$ cat src/rtl/mdc_r2_stage.sv
`default_nettype none
// ============================================================================
// Module      : mdc_r2_stage
// Description : Radix-2 multi-path delay commutator (MDC) stage. It reorders
//               two complex sample streams through a pair of DEPTH-beat delay
//               lines and a commutator, then applies a registered radix-2
//               butterfly. The butterfly result is either saturated to WIDTH
//               bits or scaled by 1/2 (floor).
// Revision    : 1.0 - initial release
// ============================================================================
module mdc_r2_stage #(
  parameter int WIDTH      = 9,
  parameter int DEPTH      = 1,
  parameter int SCALE_MODE = 0
) (
  input  logic                    clk,
  input  logic                    rst_n,
  input  logic                    flush,
  input  logic                    in_valid,
  input  logic signed [WIDTH-1:0] in_up_re,
  input  logic signed [WIDTH-1:0] in_up_im,
  input  logic signed [WIDTH-1:0] in_lo_re,
  input  logic signed [WIDTH-1:0] in_lo_im,
  output logic                    out_valid,
  output logic signed [WIDTH-1:0] out_up_re,
  output logic signed [WIDTH-1:0] out_up_im,
  output logic signed [WIDTH-1:0] out_lo_re,
  output logic signed [WIDTH-1:0] out_lo_im
);

  // Bit of the beat counter that selects the commutator position.
  localparam int c_log_d  = (DEPTH > 1) ? $clog2(DEPTH) : 0;
  // Counter spans 2*DEPTH beats, so one bit more than the select index.
  localparam int c_cnt_w  = c_log_d + 1;
  // Fill count needs to represent 0..DEPTH inclusive.
  localparam int c_fill_w = $clog2(DEPTH + 1);
  // A delay-line word holds {re, im}.
  localparam int c_smp_w  = 2 * WIDTH;

  localparam logic [c_fill_w-1:0] c_fill_max = c_fill_w'(DEPTH);
  localparam logic [WIDTH-1:0]    c_min      = {1'b1, {(WIDTH-1){1'b0}}};
  localparam logic [WIDTH-1:0]    c_max      = {1'b0, {(WIDTH-1){1'b1}}};

  // Reduce a WIDTH+1 bit butterfly result back to WIDTH bits.
  function automatic logic [WIDTH-1:0] fit(input logic [WIDTH:0] v);
    logic [WIDTH-1:0] r;
    if (SCALE_MODE == 1) begin
      // Dropping the LSB of a two's-complement value is a floor divide by 2.
      r = v[WIDTH:1];
    end else if (v[WIDTH] != v[WIDTH-1]) begin
      // Top two bits disagree: the value left the WIDTH-bit range.
      r = v[WIDTH] ? c_min : c_max;
    end else begin
      r = v[WIDTH-1:0];
    end
    return r;
  endfunction

  // --------------------------------------------------------------------------
  // State
  // --------------------------------------------------------------------------
  logic [c_cnt_w-1:0]                cnt_q,  cnt_d;
  logic [c_fill_w-1:0]               fill_q, fill_d;
  logic [DEPTH-1:0][c_smp_w-1:0]     d1_q,   d1_d;
  logic [DEPTH-1:0][c_smp_w-1:0]     d2_q,   d2_d;
  logic                              out_valid_q, out_valid_d;
  logic [WIDTH-1:0]                  out_up_re_q, out_up_re_d;
  logic [WIDTH-1:0]                  out_up_im_q, out_up_im_d;
  logic [WIDTH-1:0]                  out_lo_re_q, out_lo_re_d;
  logic [WIDTH-1:0]                  out_lo_im_q, out_lo_im_d;

  // --------------------------------------------------------------------------
  // Datapath wires
  // --------------------------------------------------------------------------
  logic                              w_accept;
  logic                              w_sel;
  logic [c_smp_w-1:0]                w_in_up;
  logic [c_smp_w-1:0]                w_in_lo;
  logic [c_smp_w-1:0]                w_d1;
  logic [c_smp_w-1:0]                w_com_up;
  logic [c_smp_w-1:0]                w_com_lo;
  logic [c_smp_w-1:0]                w_a;
  logic [c_smp_w-1:0]                w_b;
  logic [WIDTH-1:0]                  w_a_re, w_a_im, w_b_re, w_b_im;
  logic [WIDTH:0]                    w_sum_re, w_sum_im, w_dif_re, w_dif_im;
  logic [DEPTH-1:0][c_smp_w-1:0]     w_d1_shift;
  logic [DEPTH-1:0][c_smp_w-1:0]     w_d2_shift;

  // A beat presented together with flush is dropped.
  assign w_accept = in_valid & ~flush;
  assign w_sel    = cnt_q[c_log_d];

  assign w_in_up  = {in_up_re, in_up_im};
  assign w_in_lo  = {in_lo_re, in_lo_im};
  assign w_d1     = d1_q[DEPTH-1];

  // Commutator: swap which stream feeds D2 and which goes straight through.
  assign w_com_up = w_sel ? w_d1    : w_in_up;
  assign w_com_lo = w_sel ? w_in_up : w_d1;

  assign w_a      = d2_q[DEPTH-1];
  assign w_b      = w_com_lo;
  assign w_a_re   = w_a[c_smp_w-1:WIDTH];
  assign w_a_im   = w_a[WIDTH-1:0];
  assign w_b_re   = w_b[c_smp_w-1:WIDTH];
  assign w_b_im   = w_b[WIDTH-1:0];

  // Butterfly at one extra bit so the sum/difference never wraps.
  assign w_sum_re = {w_a_re[WIDTH-1], w_a_re} + {w_b_re[WIDTH-1], w_b_re};
  assign w_sum_im = {w_a_im[WIDTH-1], w_a_im} + {w_b_im[WIDTH-1], w_b_im};
  assign w_dif_re = {w_a_re[WIDTH-1], w_a_re} - {w_b_re[WIDTH-1], w_b_re};
  assign w_dif_im = {w_a_im[WIDTH-1], w_a_im} - {w_b_im[WIDTH-1], w_b_im};

  // Shifted delay-line images; a single-entry line has nothing to carry over.
  if (DEPTH == 1) begin : g_shift_one
    assign w_d1_shift = w_in_lo;
    assign w_d2_shift = w_com_up;
  end else begin : g_shift_many
    assign w_d1_shift = {d1_q[DEPTH-2:0], w_in_lo};
    assign w_d2_shift = {d2_q[DEPTH-2:0], w_com_up};
  end

  // Next-state: everything advances on accepted beats only; flush restarts
  // the beat count and fill tracking but leaves line contents alone.
  always_comb begin
    cnt_d       = cnt_q;
    fill_d      = fill_q;
    d1_d        = d1_q;
    d2_d        = d2_q;
    out_valid_d = w_accept && (fill_q == c_fill_max);
    out_up_re_d = out_up_re_q;
    out_up_im_d = out_up_im_q;
    out_lo_re_d = out_lo_re_q;
    out_lo_im_d = out_lo_im_q;

    if (flush) begin
      cnt_d  = '0;
      fill_d = '0;
    end else if (w_accept) begin
      // 2*DEPTH is a power of two, so natural rollover is the modulo wrap.
      cnt_d = cnt_q + c_cnt_w'(1);
      if (fill_q != c_fill_max) begin
        fill_d = fill_q + c_fill_w'(1);
      end
      d1_d        = w_d1_shift;
      d2_d        = w_d2_shift;
      out_up_re_d = fit(w_sum_re);
      out_up_im_d = fit(w_sum_im);
      out_lo_re_d = fit(w_dif_re);
      out_lo_im_d = fit(w_dif_im);
    end
  end

  // State registers with asynchronous clear of all stored data.
  always_ff @(posedge clk or negedge rst_n) begin
    if (!rst_n) begin
      cnt_q       <= '0;
      fill_q      <= '0;
      d1_q        <= '0;
      d2_q        <= '0;
      out_valid_q <= 1'b0;
      out_up_re_q <= '0;
      out_up_im_q <= '0;
      out_lo_re_q <= '0;
      out_lo_im_q <= '0;
    end else begin
      cnt_q       <= cnt_d;
      fill_q      <= fill_d;
      d1_q        <= d1_d;
      d2_q        <= d2_d;
      out_valid_q <= out_valid_d;
      out_up_re_q <= out_up_re_d;
      out_up_im_q <= out_up_im_d;
      out_lo_re_q <= out_lo_re_d;
      out_lo_im_q <= out_lo_im_d;
    end
  end

  assign out_valid = out_valid_q;
  assign out_up_re = out_up_re_q;
  assign out_up_im = out_up_im_q;
  assign out_lo_re = out_lo_re_q;
  assign out_lo_im = out_lo_im_q;

endmodule
`default_nettype wire

$ cat config.mk
export PLATFORM = sky130hd
export DESIGN_NAME = mdc_r2_stage
export DESIGN_NICKNAME = d
export VERILOG_FILES = /design/src/rtl/mdc_r2_stage.sv
export SDC_FILE = /design/constraint.sdc
export NUM_CORES = 1
export LEC_CHECK = 0
export CORE_ASPECT_RATIO = 0.7
export CORE_UTILIZATION = 30
export CTS_CLUSTER_SIZE = 30
export DETAILED_ROUTE_END_ITERATION = 10
export SYNTH_ARGS = -nofsm -noshare
export SYNTH_HDL_FRONTEND = slang
export SYNTH_SLANG_ARGS = --single-unit
$ cat constraint.sdc
create_clock -name clk -period 4.3 [get_ports clk]
set_clock_uncertainty 0.15 [all_clocks]
set_input_delay 0.645 -clock clk [delete_from_list [all_inputs] [get_ports clk]]
set_output_delay 0.645 -clock clk [all_outputs]
set_load 0.03 [all_outputs]
==> results of run 1 <==
[synth_stat cells (6+ instances only)]
| cell type | instances |
|---|---|
| a21oi_1 | 23 |
| buf_1 | 8 |
| buf_2 | 7 |
| clkbuf_1 | 9 |
| dfrtp_1 | 75 |
| ha_1 | 43 |
| inv_1 | 33 |
| mux2i_1 | 34 |
| nand2_1 | 107 |
| nand2b_1 | 10 |
| nor2_1 | 55 |
| nor2b_1 | 14 |
| nor3_1 | 6 |
| o211ai_1 | 9 |
| o21a_1 | 16 |
| o21ai_0 | 23 |
| o21ai_1 | 15 |
| o221a_1 | 6 |
| xnor2_1 | 18 |
| xor2_1 | 7 |
[where the power goes]
part / internal [mW] / switching [mW] / leakage (nW)
clock: 0.539 / 0.299 / 0.159
sequential: 0.910 / 0.150 / 0.899
combinational: 0.790 / 1.04 / 1.79
[worst max-delay path: stages, from the launching register on]
cell	delay, ns
dfrtp_2	0.78
buf_4	0.38
mux2i_1	0.31
ha_1	0.40
nor2b_1	0.12
nor2_1	0.13
o211ai_1	0.10
a21oi_1	0.25
mux2_2	0.45
o211ai_1	0.21
o21a_1	0.14
[cell type report]
class                      count  area share, %
multi-input combinational    443           47.0
clock buffer                  12           4.00
sequential                    75           29.3
tap                          225           4.39
inverter                      33           1.93
clock inverter                 4           1.13
timing repair buffer          80           12.3
[per-stage QoR]
stage / utilization (%) / power (mW) / setup slack (ns) / instances
floorplan: - / 2.28 / 0.931 / 576
global placement: 36.9 / 2.89 / 0.764 / 856
detailed placement: 36.9 / 2.91 / 0.721 / 856
CTS: 38.9 / 3.78 / 0.779 / 872
global route: 38.9 / 3.99 / 0.518 / 872
finish: 38.9 / 3.73 / 0.798 / 872
[layout by cell type, fill, tap and decap left out, types with 4 or more instances in the layout]
| cell | instances |
|---|---|
| o221a_1 | 6 |
| nor2_1 | 55 |
| xor2_1 | 7 |
| dfrtp_1 | 74 |
| inv_1 | 33 |
| xnor2_1 | 18 |
| mux2i_1 | 34 |
| o21ai_1 | 15 |
| nor2b_1 | 13 |
| a31oi_1 | 4 |
| mux2_2 | 4 |
| clkdlybuf4s50_1 | 75 |
| o21a_1 | 16 |
| fa_1 | 4 |
| clkbuf_16 | 9 |
| o21ai_0 | 23 |
| nand2_1 | 107 |
| nand2b_1 | 9 |
| nor3_1 | 6 |
| ha_1 | 43 |
| buf_4 | 5 |
| o211ai_1 | 9 |
| a21oi_1 | 23 |
[metal layers]
metal,vias up,track usage [%],routed length [microns]
met5,-,0,0
met4,0,3.78,90
met3,10,5.51,766
met2,99,20.0,4660
met1,1875,24.8,7270
li1,2083,-,-
[how the worst min path moves through the flow]
stage,from,endpoint
floorplan,rst_n,cnt_q
global placement,out_up_im[8],out_up_im[8]
detailed placement,out_up_im[8],out_up_im[8]
CTS,out_up_im[8],out_up_im[8]
global route,out_up_im[2],out_up_im[2]
finish,rst_n,d1_q[2]
[kinds of logic (layout without fill, tap and decap cells)]
kind of cell / after synthesis / in the layout / synth area share, %
AO/OA/AOI/OAI: 121 / 121 / 16.2
XOR/XNOR: 25 / 25 / 4.28
adder cells (fa/ha/maj): 50 / 50 / 12.7
buffers and inverters: 58 / 129 / 4.57
flip-flops: 75 / 75 / 36.7
multiplexers: 38 / 38 / 7.53
AND/OR/NAND/NOR: 209 / 209 / 18.1
[registers in the layout, summed over array words and instances, names as in the netlist]
register / count
d1_q: 18
d2_q: 18
out_lo_im: 9
out_lo_re: 9
out_up_im: 9
out_up_re: 9
cnt_q: 1
fill_q: 1
out_valid: 1
==> run_results.csv, run 1 <==
group,metric,value,unit
setup_path,crit_required,4.43,ns
sta,slew_violations,0,
pwr,ir_drop,0.201,mV
floorplan,die-area,0.0176,sq mm
global_route,grt_max_degree,76,
setup_path,ff2ff_setup_slack,0.80,ns
detailed_routing,viasPerCell,4.66,
global_route,first_global_vias,4015,
sta,max-slew-margin-rel,35.5,%
cts,cts_setup_buffers,0,
yosys,synth-edff-count,0,
setup_path,arrival,3.63,ns
floorplan,initial_core_util,31.0,%
finish,fin_area,0.00642,sq mm
sta,setup_viol,0,
cts,cts_num_sinks,75,
finish,drive_above_1_share,5.87,%
cts,insertion_delay,0.35,ns
pwr,p_per_area,582,mW/mm^2
setup_path,worstPathMaxFanout,23,
placement,io_buffers,76,
yosys,yosys.area.top_type,"dfrtp_1",
yosys,yosysWarnings,0,
cts,clk_pin_slew,0.06,ns
detailed_routing,drt_iter0_markers,194,
finish,multiInputGateArea,0.00302,sq mm
yosys,syn-num-nets,663,
detailed_routing,avgRoutedWirePerCell,14.7,microns
global_route,antenna_found_initial,0,
detailed_routing,drt_first_pass_iters,5,
setup_path,crit_start,"cnt_q",
global_route,grt.overflow.total,0,
global_route,grt.total_usage,15.8,%
sta,worstMarginPinSlew,0.967,ns
placement,place_congestion,0.852,
finish,antennaDiodeCount,0,
sta,whs,0.304,ns
global_route,grt_first_pass_wirelength,21.5,mm
cts,cts_made_buffers,9,
finish,fillers,1685,
yosys,yosysUniqueCellTypes,54,
yosys,synthFlopType,"dfrtp_1",
yosys,avgSynthCellArea,8.89,sq um
floorplan,die_h,111,microns
pwr,p_leak,2.84,nW
detailed_routing,num_vias,4067,
floorplan,num_rows,39,
setup_path,end_kind,"flip-flop",
sta,hold_violations,0,
yosys,ys_seq_area_share,36.7,%
yosys,synth-seq-cells,75,
placement,dp_hpwl,9.76,mm
sta,fin_crit,3.50,ns
yosys,ys_top_cells_by_area,"dfrtp_1 37%, ha_1 11%, nand2_1 7.8%",
detailed_routing,finalWirelength,12.8,mm
yosys,syn_area,0.00512,sq mm
status,outcome,"finished clean",
job,cap_violations,0,
setup_path,r2r-start,"cnt_q",
yosys,async_reset_ff_share,100,%
sta,rsz0062_at_grt,"no",
floorplan,core_area,0.0165,sq mm
yosys,synth_top_area_share,36.7,%
detailed_routing,drc_errors,0,
detailed_routing,ant_nets,0,
setup_path,r2r.worst_path.cells,10,
sta,finalSetupTns,0,ns
sta,fmax,0.286,GHz
cts,cts_hold_buf,0,
finish,nets,729,
cts,clock_tree.root_cell,"clkbuf_16",
min_path,hold_class,"input port to async pin",
cts,htree_levels,3,
setup_path,worstSetupEndpoint,"out_up_im[7]",
floorplan,die_x,158,microns
setup_path,worstSetupStartpointType,"flip-flop",
floorplan,ios,77,
cts,cts.repair.resized,0,
cts,cts_tree,"built",
setup_path,worstReg2RegEnd,"out_up_im[7]",
cts,cts.path.max_buffers,2,
finish,register_area,0.00188,sq mm
finish,syn_to_final_growth,25.4,%
setup_path,crit_type,"flip-flop to flip-flop",
yosys,syn_inst,576,
sta,period_share,81.4,%
placement,dpl_cell_area,0.00609,sq mm
No activity file was read; power rests on OpenSTA's default activity.
==> run 2, diff against run 1 <==
clock period = 2.95 ns   (was 4.3 ns; I/O delays follow)
==> run 2 against run 1 <==
The run now ends with setup timing left; clock power up 31%; worst hold slack worse by 0.30 ns; die area unchanged; first-iteration DRC count up 24%; final cell count up 11%; sequential share of layout area down 5.2 points; non-clock buffer count up 97; fmax up 18%; largest cell class unchanged; count of clock-buffer cells in the layout down 1.
==> run_results.csv, run 2 (synthesis results as in run 1) <==
group,metric,value,unit
status,outcome,"finished, violations left",
status,violations,"setup timing",
cts,cts_tree,"built",
detailed_routing,drt_iter0_markers,241,
global_route,grt.overflow.total,0,
setup_path,slowest_delay,0.51,ns
global_route,grt_max_degree,59,
job,cap_violations,0,
setup_path,worstPathMaxFanout,6,
finish,final_util,47.3,%
detailed_routing,finalWirelength,14.9,mm
detailed_routing,num_vias,4528,
min_path,hold_class,"input port to async pin",
finish,layout_common_cells,"105 x nand2_1, 90 x buf_4, 75 x clkdlybuf4s50_1",
finish,fin_cells,969,
finish,fillers,1595,
placement,place_inst,931,
floorplan,initial_core_util,31.0,%
global_route,grt.total_usage,17.1,%
setup_path,end_kind,"flip-flop",
setup_path,crit_chain,"buf_12 -> buf_8 -> mux2i_4 -> buf_6 -> inv_4 -> ha_4 -> nor2b_4 -> nor3_4 -> a311oi_4 -> nor2_2 -> o31a_1 -> and2_4 -> a21oi_1",
sta,fmax,0.338,GHz
global_route,first_global_vias,4346,
cts,htree_levels,3,
floorplan,ios,77,
global_route,grt_first_pass_wirelength,23.1,mm
sta,slew_violations,0,
floorplan,core_area,0.0165,sq mm
sta,max-slew-margin-rel,49.8,%
cts,clock_tree.root_cell,"clkbuf_16",
finish,drive_above_1_share,28.5,%
sta,setup_slack,-0.0123,ns
setup_path,cp_slowest_cell,"dfrtp_4",
setup_path,worstSetupStartpointType,"flip-flop",
cts,cts_made_buffers,9,
placement,io_buffers,76,
detailed_routing,drt_first_pass_iters,4,
detailed_routing,ant_nets,0,
sta,worstMarginPinSlew,0.753,ns
cts,cts_num_sinks,75,
finish,nets,826,
finish,layout_commonest_cell,"nand2_1",
cts,insertion_delay,0.35,ns
placement,place_congestion,0.875,
sta,period_share,100,%
floorplan,num_rows,39,
setup_path,crit_type,"flip-flop to flip-flop",
cts,clk_pin_slew,0.06,ns
placement,dp_hpwl,10.9,mm
finish,reg_top3,"d1_q (18), d2_q (18)",
setup_path,critical_path.top_delay_family,"compound AO/OA/AOI/OAI gates",
sta,rsz0062_at_grt,"yes",
floorplan,die-area,0.0176,sq mm
sta,hold_violations,0,
detailed_routing,drc_errors,0,
pwr,p_leak,3.39,nW
cts,cts_hold_buf,0,
floorplan,die_x,158,microns
finish,antennaDiodeCount,0,
detailed_routing,viasPerCell,4.67,
finish,syn_to_final_growth,52.4,%
floorplan,die_h,111,microns
setup_path,arrival,3.08,ns
sta,fin_crit,2.96,ns
global_route,antenna_found_initial,0,
cts,cts.path.max_buffers,2,
pwr,p_per_area,798,mW/mm^2
detailed_routing,avgRoutedWirePerCell,15.4,microns
setup_path,worst-path-buf-inv,4,
setup_path,crit_required,3.06,ns
sta,setup_viol,2,
pwr,ir_drop,0.319,mV
==> run 2: cell count changes in the layout (fill, tap and decap cells not counted), sizes merged <==
| cell | delta |
|---|---|
| buf | +97 |
| bufinv | -1 |
| clkbuf | -1 |
| clkinv | +2 |
==> run 2: area by class of cell <==
cell class / instances / area, sq um / area share [%]
Sequential cell: 75 / 1880 / 24.1
Clock inverter: 5 / 52.6 / 0.674
Clock buffer: 11 / 243 / 3.11
Inverter: 33 / 126 / 1.62
Timing Repair Buffer: 177 / 1600 / 20.5
Multi-Input combinational cell: 443 / 3620 / 46.4
Tap cell: 225 / 282 / 3.61
==> run 2: path summary, 6_finish.rpt <==
path	start	end	slack, ns	depth (start not counted)
worst max-delay path	cnt_q	out_up_re[2]	-0.01	13
worst min-delay path	rst_n	out_lo_im[7]	0.0009	1
worst max register to register	cnt_q	out_up_re[2]	-0.01	13
worst min register to register	out_up_im[8]	out_up_im[8]	0.32	2
max in group asynchronous	rst_n	out_lo_im[4]	1.99	2
min in group clk	out_up_im[8]	out_up_im[8]	0.32	2
==> run 2: report_power, final <==
group	switching [mW]	total, mW	internal (mW)
combinational	1.83	3.56	1.73
clock	0.430	1.10	0.673
sequential	0.237	1.57	1.33
total	2.50	6.23	3.73
==> run 2: per-layer routing <==
metal / global-route usage (%) / routed length (microns) / vias up
met4: 5.00 / 180 / 0
li1: - / - / 2268
met1: 25.9 / 7690 / 2162
met5: 0 / 0 / -
met2: 23.3 / 6210 / 86
met3: 4.61 / 856 / 12
==> run 2: per-stage QoR <==
step           hold WS, ns  instance area (sq um)  setup TNS (ns)  power, mW  setup WS (ns)
6_report          0.000866                   7800         -0.0156       6.23        -0.0123
5_1_grt             0.0617                   7800           -1.98       6.62         -0.122
4_1_cts             0.0401                   7300               0       5.90       0.000511
3_5_place_dp         0.316                   6680           -8.87       4.59         -0.413
3_3_place_gp         0.317                   6680           -7.02       4.54         -0.301
2_1_floorplan     -0.00309                   5140               0       3.34        0.00861
==> run 2: worst reg2reg max path, stage by stage, from the launching register on <==
cell	delay, ns
dfrtp_4	0.51
buf_12	0.16
buf_8	0.14
mux2i_4	0.21
buf_6	0.14
inv_4	0.05
ha_4	0.13
nor2b_4	0.21
nor3_4	0.08
a311oi_4	0.38
nor2_2	0.10
o31a_1	0.32
and2_4	0.20
a21oi_1	0.12
==> run 2: what timing repair did <==
action	4_1_cts	5_1_grt
pin swaps	15	28
resized for setup	52	76
endpoints found under the setup margin	33	33
buffers inserted	4	19
==> run 3, diff against run 2 <==
CORE_ASPECT_RATIO = 0.8   (was 0.7)
SKIP_CTS_REPAIR_TIMING = 1   (was unset)
==> run 3 against run 2 <==
The flow finishes with violations (hold timing, setup timing); fmax down 1.4%; final cell count shrank 2.7%; non-clock buffer count down 21; global-route usage decreased by 1.5 points; flip-flop and latch count unchanged; final area down 3.9%; power decreased by 1.3%; combinational power shrank 6.5%; worst hold slack worse by 0.031 ns; wire length fell by 7.7%; via count is 3.6% lower; critical path type unchanged; largest power group unchanged.
==> run_results.csv, run 3 (synthesis results as in run 1) <==
group,metric,value,unit
status,outcome,"finished, violations left",
status,violations,"hold timing, setup timing",
placement,dpl_cell_area,0.00659,sq mm
cts,cts.path.max_buffers,2,
floorplan,ios,77,
setup_path,ff2ff_setup_slack,-0.05,ns
job,cap_violations,0,
detailed_routing,finalWirelength,13.8,mm
detailed_routing,drc_errors,0,
sta,fin_crit,3.00,ns
pwr,ir_drop,0.336,mV
min_path,hold_class,"input port to async pin",
sta,whs,-0.0303,ns
setup_path,worstPathMaxFanout,6,
pwr,p_int,3.74,mW
placement,dp_hpwl,10.3,mm
cts,clk_pin_slew,0.06,ns
finish,reg_top3,"d1_q (18), d2_q (18)",
placement,place_congestion,0.856,
setup_path,worstSetupStartpointType,"flip-flop",
finish,fin_area,0.00750,sq mm
floorplan,num_rows,42,
finish,fillers,1603,
setup_path,crit_chain,"buf_6 -> mux2_4 -> ha_4 -> inv_2 -> fa_2 -> nor2_4 -> o21ai_2 -> a311oi_4 -> buf_4 -> or2_4 -> o31a_1 -> and2_4 -> a21oi_2",
cts,insertion_delay,0.35,ns
sta,period_share,102,%
global_route,grt.overflow.total,0,
setup_path,slowest_delay,0.47,ns
sta,setup_slack,-0.0541,ns
cts,cts_made_buffers,9,
sta,max-slew-margin-rel,58.3,%
floorplan,core_area,0.0166,sq mm
global_route,grt_max_degree,49,
sta,setup_viol,11,
setup_path,r2r.worst_path.cells,13,
floorplan,die_h,119,microns
finish,layout_commonest_cell,"nand2_1",
pwr,swShare,39.2,%
sta,fmax,0.333,GHz
detailed_routing,viasPerCell,4.63,
pwr,p_per_area,820,mW/mm^2
setup_path,worst-path-buf-inv,3,
setup_path,worstReg2RegEnd,"out_up_re[2]",
finish,layout_common_cells,"104 x nand2_1, 75 x clkdlybuf4s50_1, 75 x buf_4",
pwr,comb_power_share,54.1,%
setup_path,r2r-start,"cnt_q",
global_route,use_met1,23.5,%
global_route,top_usage_layer,"met1",
detailed_routing,avgRoutedWirePerCell,14.6,microns
detailed_routing,drt_first_pass_iters,4,
setup_path,arrival,3.13,ns
global_route,use_met3,3.22,%
finish,antennaDiodeCount,0,
global_route,first_global_vias,4231,
global_route,grt_first_pass_wirelength,21.5,mm
pwr,power.switching,2.41,mW
cts,htree_levels,3,
cts,cts_num_sinks,75,
sta,finalSetupTns,-0.298,ns
placement,place_inst,916,
cts,clock_tree.root_cell,"clkbuf_16",
finish,drive_above_1_share,26.0,%
setup_path,cp_slowest_cell,"dfrtp_2",
setup_path,end_kind,"flip-flop",
sta,rsz0062_at_grt,"yes",
finish,syn_to_final_growth,46.5,%
cts,cts_tree,"built",
pwr,pwr-share-seq,25.4,%
sta,worstMarginPinSlew,0.625,ns
floorplan,die-area,0.0176,sq mm
pwr,p_leak,3.27,nW
detailed_routing,num_vias,4366,
sta,hold_violations,46,
placement,io_buffers,76,
global_route,antenna_found_initial,0,
finish,nets,805,
finish,fin_cells,943,
pwr,p_clk_share,20.5,%
floorplan,die_x,148,microns
detailed_routing,ant_nets,0,
setup_path,crit_type,"flip-flop to flip-flop",
global_route,use_met2,22.0,%
global_route,grt.total_usage,15.6,%
detailed_routing,drt_iter0_markers,187,
floorplan,initial_core_util,30.8,%
setup_path,critical_path.top_delay_family,"compound AO/OA/AOI/OAI gates",
sta,slew_violations,0,
setup_path,crit_required,3.07,ns
==> run 3: cell type report <==
type	count	area (sq um)	area share, %
Clock buffer	13	280	3.74
Clock inverter	3	67.6	0.901
Inverter	33	124	1.65
Multi-Input combinational cell	443	3490	46.6
Sequential cell	75	1880	25.1
Tap cell	220	275	3.67
Timing Repair Buffer	156	1380	18.4
==> run 3: worst max-delay path by stage <==
| stage | depth (start not counted) | from | to |
|---|---|---|---|
| after floorplan | 11 | cnt_q | out_lo_im[7] |
| after global placement | 12 | in_up_im[0] | out_lo_im[0] |
| after detailed placement | 12 | in_up_im[0] | out_lo_im[1] |
| after CTS | 10 | cnt_q | out_lo_im[7] |
| after global routing | 14 | cnt_q | out_up_re[0] |
| final | 13 | cnt_q | out_up_re[2] |
==> run 3: power by group through the flow <==
stage / logic [mW] / clock network [mW] / registers (mW)
after CTS: 2.98 / 1.29 / 1.55
after global routing: 3.61 / 1.34 / 1.61
after detailed placement: 2.96 / 0 / 1.57
final: 3.33 / 1.26 / 1.56
after floorplan: 1.38 / 0 / 1.96
after global placement: 2.92 / 0 / 1.56
==> run 3: metrics by stage <==
step	total power [mW]	setup WS, ns	util [%]
4_1_cts	5.82	-0.142	41.8
6_report	6.15	-0.0541	45.1
3_5_place_dp	4.53	-0.395	39.7
2_1_floorplan	3.34	0.00861	-
5_1_grt	6.56	-0.141	45.1
3_3_place_gp	4.47	-0.293	39.7
==> run 3: routing by layer <==
layer	share of wire (%)	vias to the layer above
li1	-	2225
met2	43	80
met5	0	-
met1	51	2049
met4	1.4	0
met3	4.6	12
==> RTL edit, RTL diff (flow settings as in run 1) <==
Remove the register `out_valid_q`: a continuous assignment takes its place, so the output `out_valid` follows one clock earlier.
--- a/src/rtl/mdc_r2_stage.sv
+++ b/src/rtl/mdc_r2_stage.sv
@@ -160,3 +160,2 @@
       d2_q        <= '0;
-      out_valid_q <= 1'b0;
       out_up_re_q <= '0;
@@ -170,3 +169,2 @@
       d2_q        <= d2_d;
-      out_valid_q <= out_valid_d;
       out_up_re_q <= out_up_re_d;
@@ -177,2 +175,4 @@
   end
+
+  assign out_valid_q = out_valid_d;
 
Check against the original RTL: not equivalent (Yosys sat finds a counterexample within 4 cycles, from zero or initial values and one cycle with rst_n low).
==> RTL edit against run 1 <==
Global-route usage barely moved. Worst setup slack improved by 65 ps. Design area fell by 0.43%. Non-clock buffer count rose by 1. Synthesized area fell by 0.49%. Sequential cell count fell by 1. Routed wire length rose by 1.2%. Total power fell by 0.56%.
==> RTL edit: results (changes against run 1) <==
* Global-route wire length before repair at 21200 µm (-1.0%)
* Vias in the first global route at 4028 (+0.32%)
* Critical Path Max Stage Delay at 700 ps (-80 ps)
* RR Startpoint: cnt_q
* CP arrival at 3570 ps (-60 ps)
* Clock-pin slew on the worst setup and hold paths at 60 ps (about the same)
* Antenna Cells at 0 (unchanged)
* Worst IR Drop VDD at 0.216 mV (+7.6%)
* Post-Layout Cell Count at 872 (unchanged)
* Post-CTS sizing at 0 (unchanged)
* Seq/Total Area, Yosys at 0.364 (-0.00311)
* GR Util All Layers at 0.158 (about the same)
* Largest net degree at the start of global routing at 75 (-1.3%)
* Fraction of layout cells with a size suffix above 1 at 0.0618 (+0.00309)
* Synth top area share at 0.364 (-0.00311)
* CTS root buf: clkbuf_16
* Hold Crit Class: in -> async
* Netlist cell types at 54 (unchanged)
* Syn nets at 662 (-0.15%)
* Syn_area_per_cell at 8.86 µm² (-0.32%)
* Top cells by count, synth: nand2_1 (107), dfrtp_1 (74), nor2_1 (55)
* Placed inst area at 0.00607 mm² (-0.29%)
* Relative max-transition margin at 0.355 (about the same)
* Main synth FF type: dfrtp_1
* DP Worst Slack at 693 ps (-28.9 ps)
* Total Wirelength at 12900 µm (+1.2%)
* TritonCTS Buffers at 9 (unchanged)
* Routability cong. at 0.872 (+2.4%)
* Sw Share at 0.407 (+0.00712)
* Critical path type: reg -> reg
* Leakage at 0.00283 µW (-0.56%)
* Status: finished, final reports clean
* Skew-Pair Late Insertion Delay at 350 ps (about the same)
* Htree depth at 3 (unchanged)
* Worst Path Max Fanout at 19 (-17%)
* Post CTS Setup Buffer Count at 0 (unchanged)
* Synth warn at 0 (unchanged)
* Ranking of synthesized cells by area: dfrtp_1 (36%), ha_1 (11%), nand2_1 (7.9%)
* Minimum clock period at 3440 ps (-65.5 ps)
* End of the critical path: out_up_im[4]
* Nets at 729 (unchanged)
* Number of vias per cell at 4.67 (about the same)
* Initial DRC count at 179 (-7.7%)
* Crit path max-delay family: compound AO/OA/AOI/OAI gates
* Post-DP HPWL at 9830 µm (+0.75%)
## RTL edit: area by class of cell
| cell class | instances | area [µm²] |
|---|---|---|
| fillers | 1661 | 10100 |
| multi-input cells | 443 | 3020 |
| flip-flops and latches | 74 | 1850 |
| repair buffers | 81 | 796 |
| well taps | 225 | 282 |
| clock buffers | 9 | 225 |
| inverters | 33 | 124 |
| clock inverters | 7 | 93.8 |
## RTL edit: power groups by stage
stage / logic, µW / clock network [µW] / registers (µW)
after CTS: 1860 / 838 / 1050
after detailed placement: 1850 / 0 / 1060
after global routing: 2020 / 875 / 1080
after floorplan: 939 / 0 / 1330
final: 1850 / 817 / 1050
after global placement: 1830 / 0 / 1050
## RTL edit: metrics by stage
step           power [µW]  hold WS, ps
6_report             3710          272
5_1_grt              3970          345
4_1_cts              3750          321
3_5_place_dp         2910          308
3_3_place_gp         2890          308
2_1_floorplan        2270          199
## RTL edit: layer usage
| metal | up-vias | GRT usage | wire [µm] |
|---|---|---|---|
| met3 | 6 | 0.0493 | 752 |
| met4 | 0 | 0.0311 | 75 |
| met5 | - | 0 | 0 |
| met2 | 99 | 0.196 | 4660 |
| met1 | 1881 | 0.258 | 7460 |
| li1 | 2083 | - | - |
## RTL edit: cell families after synthesis
group	count (synthesis)	share of synthesized area
and+or+nand+nor	209	0.182
AOI/OAI and AO/OA	121	0.163
DFF	74	0.364
buffers and inverters	58	0.0459
adders and majority gates	50	0.127
muxes	38	0.0757
xor gates and xnor gates	25	0.0430
## RTL edit: worst register-to-register path, cell delays in order, from the launching register on
cell,delay (ps)
dfrtp_2,700
buf_4,300
mux2i_1,410
ha_1,400
nand2b_1,200
a2111o_1,390
nand2_1,70
a211oi_1,50
mux2_2,350
o211ai_1,210
o21a_1,150
